--- src/rtl/pc_fetch_stage.sv ---
// pc_fetch_stage
// Holds the architectural program counter and the IF/ID boundary register.
// The sequential next PC comes from an external adder: this block drives the
// adder with the current PC and the step, and takes the sum back. It also
// handles the hazard stall, branch/exception redirect with IF/ID flush, and
// the one-cycle boot bubble after reset. A saturating counter records how
// many cycles the hazard unit held the front end.
module pc_fetch_stage #(
    parameter int                    ADDR_WIDTH  = 64,
    parameter logic [ADDR_WIDTH-1:0] RESET_PC    = '0,
    parameter int                    INCREMENT   = 4,
    parameter int                    STALL_CNT_W = 16
) (
    input  logic                   clk,
    input  logic                   reset,
    input  logic                   stall,
    input  logic                   redirect_valid,
    input  logic [ADDR_WIDTH-1:0]  redirect_target,
    output logic [ADDR_WIDTH-1:0]  adder_a,
    output logic [ADDR_WIDTH-1:0]  adder_b,
    input  logic [ADDR_WIDTH-1:0]  adder_sum,
    output logic [ADDR_WIDTH-1:0]  imem_addr,
    output logic [ADDR_WIDTH-1:0]  ifid_pc,
    output logic                   ifid_valid,
    output logic                   misalign_flag,
    output logic [STALL_CNT_W-1:0] stall_count
);

    // Step fed to the external adder, zero-extended to the address width.
    localparam logic [ADDR_WIDTH-1:0] LP_INCREMENT = ADDR_WIDTH'(INCREMENT);

    // BOOT marks the first fetch cycle after reset, when IF/ID is still the
    // bubble left by reset; RUN is normal operation.
    typedef enum logic {
        ST_BOOT = 1'b0,
        ST_RUN  = 1'b1
    } state_t;

    state_t                 r_state;
    logic [ADDR_WIDTH-1:0]  r_pc;
    logic [ADDR_WIDTH-1:0]  r_ifid_pc;
    logic                   r_ifid_valid;
    logic                   r_misalign;
    logic [STALL_CNT_W-1:0] r_stall_count;

    state_t                 w_state_next;
    logic [ADDR_WIDTH-1:0]  w_pc_next;
    logic [ADDR_WIDTH-1:0]  w_ifid_pc_next;
    logic                   w_ifid_valid_next;
    logic                   w_misalign_next;
    logic [STALL_CNT_W-1:0] w_stall_count_next;

    // Redirect targets are word aligned by dropping the two low bits; the
    // dropped bits are reported through the misalign pulse instead.
    logic [ADDR_WIDTH-1:0]  w_redirect_pc;
    logic                   w_target_misaligned;
    logic                   w_stall_saturated;

    assign w_redirect_pc       = {redirect_target[ADDR_WIDTH-1:2], 2'b00};
    assign w_target_misaligned = (redirect_target[1:0] != 2'b00);
    assign w_stall_saturated   = (r_stall_count == {STALL_CNT_W{1'b1}});

    // The only combinational outputs: the current PC and the constant step.
    assign adder_a   = r_pc;
    assign imem_addr = r_pc;
    assign adder_b   = LP_INCREMENT;

    assign ifid_pc       = r_ifid_pc;
    assign ifid_valid    = r_ifid_valid;
    assign misalign_flag = r_misalign;
    assign stall_count   = r_stall_count;

    // Register all front-end state; reset wins over every other input.
    always_ff @(posedge clk) begin
        // NOTE: sequential state uses non-blocking assignments so every
        // register samples the pre-edge values, independent of statement order.
        if (reset) begin
            r_state       <= ST_BOOT;
            r_pc          <= RESET_PC;
            r_ifid_pc     <= '0;
            r_ifid_valid  <= 1'b0;
            r_misalign    <= 1'b0;
            r_stall_count <= '0;
        end else begin
            r_state       <= w_state_next;
            r_pc          <= w_pc_next;
            r_ifid_pc     <= w_ifid_pc_next;
            r_ifid_valid  <= w_ifid_valid_next;
            r_misalign    <= w_misalign_next;
            r_stall_count <= w_stall_count_next;
        end
    end

    // Next-state and next PC/IF-ID values; priority is redirect > stall > advance.
    always_comb begin
        // NOTE: every signal gets a hold/default value first so that no path
        // through the case leaves it unassigned, which would infer a latch.
        w_state_next      = r_state;
        w_pc_next         = r_pc;
        w_ifid_pc_next    = r_ifid_pc;
        w_ifid_valid_next = r_ifid_valid;
        w_misalign_next   = 1'b0;

        case (r_state)
            ST_BOOT: begin
                if (redirect_valid) begin
                    w_pc_next         = w_redirect_pc;
                    w_ifid_valid_next = 1'b0;
                    w_misalign_next   = w_target_misaligned;
                    w_state_next      = ST_RUN;
                end else if (!stall) begin
                    w_pc_next         = adder_sum;
                    w_ifid_pc_next    = r_pc;
                    w_ifid_valid_next = 1'b1;
                    w_state_next      = ST_RUN;
                end
                // A stall in BOOT holds the PC and keeps the bubble.
            end

            ST_RUN: begin
                if (redirect_valid) begin
                    // Flush the wrong-path instruction; ifid_pc keeps its value.
                    w_pc_next         = w_redirect_pc;
                    w_ifid_valid_next = 1'b0;
                    w_misalign_next   = w_target_misaligned;
                end else if (!stall) begin
                    w_pc_next         = adder_sum;
                    w_ifid_pc_next    = r_pc;
                    w_ifid_valid_next = 1'b1;
                end
            end

            default: begin
                w_state_next = ST_BOOT;
            end
        endcase
    end

    // Count every stalled cycle, including redirect-with-stall, without wrapping.
    always_comb begin
        w_stall_count_next = r_stall_count;
        if (stall && !w_stall_saturated) begin
            w_stall_count_next = r_stall_count + STALL_CNT_W'(1);
        end
    end

endmodule
--- config.mk ---
export PLATFORM = sky130hd
export DESIGN_NAME = pc_fetch_stage
export DESIGN_NICKNAME = d
export VERILOG_FILES = /design/src/rtl/pc_fetch_stage.sv
export SDC_FILE = /design/constraint.sdc
export NUM_CORES = 1
export LEC_CHECK = 0
export CAP_MARGIN = 10
export CORE_AREA = 5 5 156 158
export CTS_CLUSTER_SIZE = 30
export DETAILED_ROUTE_END_ITERATION = 12
export DIE_AREA = 0 0 161 163
export HOLD_SLACK_MARGIN = 0.02
export PLACE_DENSITY = 0.7
export SLEW_MARGIN = 5
export SYNTH_ARGS = -nofsm -noshare
export SYNTH_HDL_FRONTEND = slang
export SYNTH_SLANG_ARGS = --single-unit
export TNS_END_PERCENT = 10
--- constraint.sdc ---
create_clock -name clk -period 1.6 [get_ports clk]
set_input_delay 0.48 -clock clk [delete_from_list [all_inputs] [get_ports clk]]
set_output_delay 0.48 -clock clk [all_outputs]
set_load 0.1 [all_outputs]
* Word level (Yosys, flattened, before mapping) *
Index checks and enable logic that the tools add are counted.
W data, S select, Z words.

word-level totals
  register bits = 146
  bits of input ports = 132
  word-level logic and storage cells = 21

cells by class
  $add $sub $neg = 1
  equal/unequal tests = 2
  muxes and demuxes = 6
  bitwise operators = 2
  reduce and logical (&&, ||, !) cells = 5

operators with widths
  kind                     number
  $mux W64                 4
  $add A16 B1 Y16 const B  1
  $eq A16 B16 Y1 const B   1
  $mux W1                  2
  $ne A2 B1 Y1 const B     1
  $not A1 Y1               2
  $reduce_and A2 Y1        1
  $reduce_bool A2 Y1       1
  $reduce_or A2 Y1         1
  $logic_and A1 B1 Y1      1
  $logic_not A1 Y1         1

* Depth between registers and ports, before layout *
  depth after elaboration = 3
  depth in mapped cells = 7
  gate-level depth less buffers = 5

* Worst setup path after synthesis *
OpenSTA, ideal clock, no wires.

  kind = register to register
  start point = register r_stall_count[0] (netlist: stall_count[0])
  end point = register r_stall_count[8] (netlist: stall_count[8])
  setup time = 134 ps
  data arrival time = 2231 ps
  data required time = 1466 ps
  setup slack = -765 ps
  cell stages (with the launch flop) = 6
  buffers on the path = 0
  clock period less this slack = 2365 ps
  cell sequence = dfxtp_1 ha_1 nand3_1 or3_1 a311oi_1 a211oi_1

on the way
  word-level cells in the longest chain between the ends = 3

ends and longest elaborated chain
  element                                                                  RTL line  source
  start, declared                                                          44        logic [STALL_CNT_W-1:0] r_stall_count;
  start signal, assigned                                                   90        r_stall_count <= w_stall_count_next;
  parallel branches: the longest is 3 deep, another holds $add A16 B1 Y16  n/a

Parallel ways; which one is timed is not known.
A chain may end at the register's enable or synchronous reset.

* Worst setup path in the final report *
  start point = register r_stall_count[11] (netlist: stall_count[11])
  end point = output port stall_count[11]

RTL lines
  element        RTL line  source
  end, declared  26        output logic [STALL_CNT_W-1:0] stall_count

No word-level cell between the ends.

==> results.toml <==
[sta]
hold_ws_ps = 443
period_needed_ps = 1550
period_share_pct = 96.7
rsz0062_at_grt = "true"
drv_slew = 0
final_hold_viol_count = 0
fmax_mhz = 646
fin_skew_ps = 12.3
setup_violations = 0

[setup_path]
startpoint_type = "flop"
crit_path_end = "stall_count[11]"
critPathLaunch = "stall_count[11]$_SDFFE_PP0P_"
worstPathRequired_ps = 1120
crit_fanout = 4
worst_setup_path_end_kind = "primary output"
reg2reg_to = "stall_count[6]$_SDFFE_PP0P_"
r2r_cells = 5
reg2reg_slack_ps = 60
arrival_ps = 1070
timing.rr.start = "stall_count[0]$_SDFFE_PP0P_"
worstSetupPathType = "reg2out"

[clock_network]
clk_path_buf_depth = 2
cts_buffers = 17
cts.clk_slew.worst_paths_ps = 60
postCtsHoldBufs = 0
cts_setup_buffers = 0
ctsHtreeMaxLevel = 4
cts_sinks = 146
worstSkewPairLatency_ps = 410
cts_tree = "built"
clock-root-buffer = "clkbuf_16"

[place]
dp_cells = 1395
portBuffers = 341
globalplace.congestion = 0.805
placed_cell_area_um2 = 12300
hpwl_um = 18400

[detailed_routing]
drt_iter0_markers = 295
wl_per_cell_um = 16.8
drcViolationCount = 0
detail-route-antenna-nets = 0
via_per_inst = 4.56
first_pass_iters = 4
vias = 6509
wl_um = 24000

[hold_path]
hold_class = "in2reg"
min_from = "reset"
whs_path_depth = 2

[yosys]
syn_inst = 854
yosys_warnings = 0
synthFlopType = "dfxtp_1"
synth_top_area_share_pct = 42.3
ys_seq_elements = 146
netlist_top_cells_count = "dfxtp_1 (146), nor2_1 (136), a21oi_1 (133), nand2_1 (130), buf_4 (128)"
synth.most_common_cell = "dfxtp_1"
netlist_area_um2 = 6910
ys_seq_area_share_pct = 42.3
yosysTopAreaCell = "dfxtp_1"
avgSynthCellArea_um2 = 8.09
synth_edf_count = 0
synth_area_leaders = "dfxtp_1 (42%), buf_4 (14%), a21oi_1 (9.6%)"
async_flop_share_pct = 0
ys_types = 42

[grt]
antenna_found_initial = 1
track_usage_pct = 17.5
grt_pass1_wl_um = 36400
overflow = 0
grt_pass1_vias = 6426
grt_start_max_net_pins = 71

[outcome]
outcome = "finished clean"

[power_and_ir_drop]
internal-power_uw = 7510
switching_share_pct = 39.8
seq_power_share_pct = 32.8
clockPowerShare_pct = 30.8
fin_total_pwr_uw = 12500
powerDensity_nw_per_um2 = 963
ir_drop_mv = 0.581
pwr-share-comb_pct = 36.4
p_leak_uw = 0.00525
switchingPower_uw = 4970

[floorplanning]
num_rows = 56
ios = 406
start_util_pct = 30.1
coreArea_um2 = 23000
die_x_um = 161
die_area_um2 = 26200
die_h_um = 163

[cells_and_area]
n_antenna_cell = 0
finalInstanceArea_um2 = 13000
syn_to_final_growth_pct = 87.7
layout.nets = 1257
drive_gt1_share_pct = 32.2
fin_cells = 1427

[flow_run]
maxCapViolCount = 0
==> cell families after synthesis <==
kind of cell               count (synthesis)  synth area share (%)
buffers and inverters                    183                  17.1
adders and majority gates                  1                 0.181
xor gates and xnor gates                   1                 0.127
muxes                                     69                  10.1
AOI/OAI and AO/OA                        147                  11.3
other                                      2                 0.109
DFF                                      146                  42.3
and+or+nand+nor                          305                  18.8
==> sequential cells by signal (all words and copies together), names as in the netlist <==
name	count
stall_count	16
ifid_pc	64
misalign_flag	1
adder_a	64
ifid_valid	1
==> power groups by stage <==
stage / logic [µW] / clock network (µW) / registers, µW
after floorplan: 2150 / 0 / 5080
after global placement: 4520 / 0 / 4150
after detailed placement: 4550 / 0 / 4160
after CTS: 4570 / 3950 / 4100
after global routing: 4680 / 4100 / 4120
final: 4550 / 3840 / 4100
==> area by class of cell <==
| class | instances | area [µm²] |
|---|---|---|
| clock buffer | 21 | 462 |
| clock inverter | 11 | 101 |
| fill | 1939 | 10000 |
| inverter | 4 | 15.0 |
| multi-input combinational | 587 | 3130 |
| sequential | 146 | 3060 |
| tap | 290 | 363 |
| timing repair buffer | 368 | 5830 |
==> critical path: stages, from the launching register on <==
cell and delay, ps:
dfxtp_4 360, buf_6 120, buf_12 170
==> worst min-delay path by stage <==
stage,to,slack [ps]
floorplan,adder_a[62]$_SDFFE_PP0P_,620
global placement,ifid_pc[10]$_SDFFE_PP0P_,480
detailed placement,ifid_pc[10]$_SDFFE_PP0P_,480
CTS,adder_a[46]$_SDFFE_PP0P_,430
global route,adder_a[45]$_SDFFE_PP0P_,440
finish,adder_a[46]$_SDFFE_PP0P_,440
==> stage by stage <==
stage	utilization, %	setup slack, ps	setup TNS [ps]
6_report	56.4	53.0	0
5_1_grt	56.4	-13.8	-13.8
4_1_cts	56.3	0.220	0
3_5_place_dp	53.5	-73.4	-491
3_3_place_gp	53.5	-83.9	-185
2_1_floorplan	-	-270	-18240
==> layout by cell type (no fill, tap or decap), types with 2 or more instances in the layout <==
cell and n:
buf_12 219, nor2_1 135, a21oi_1 133, nand2_1 130, clkdlybuf4s50_1 128, mux2i_1 66
dfxtp_1 66, conb_1 64, dfxtp_2 64, buf_4 19, clkbuf_16 18, dfxtp_4 16
nor3_1 5, inv_1 4, nor4_4 4, o31ai_1 4, or4_1 4, nand3_1 3
a211oi_1 3, and4_1 3, nand4_1 3, nor2b_1 3, clkbuf_1 3, clkinv_2 3
inv_6 3, nand4_4 2, o21ai_0 2, or3_1 2, mux2_1 2, nand2b_1 2
clkinvlp_4 2, buf_6 2
==> metal layers <==
| layer | GRT usage (%) | wire [µm] | vias to the layer above |
|---|---|---|---|
| met5 | 0 | 7 | - |
| met4 | 4.27 | 316 | 2 |
| met3 | 5.37 | 1640 | 21 |
| met2 | 31.5 | 12800 | 243 |
| met1 | 20.4 | 9320 | 3074 |
| li1 | - | - | 3169 |
==> what timing repair did <==
action                                  CTS  global route
pin swaps                                 0             0
gates resized for setup                  62             7
cloned                                    0             0
endpoints found under the setup margin  120            10
Power figures use the tool's default switching activity.
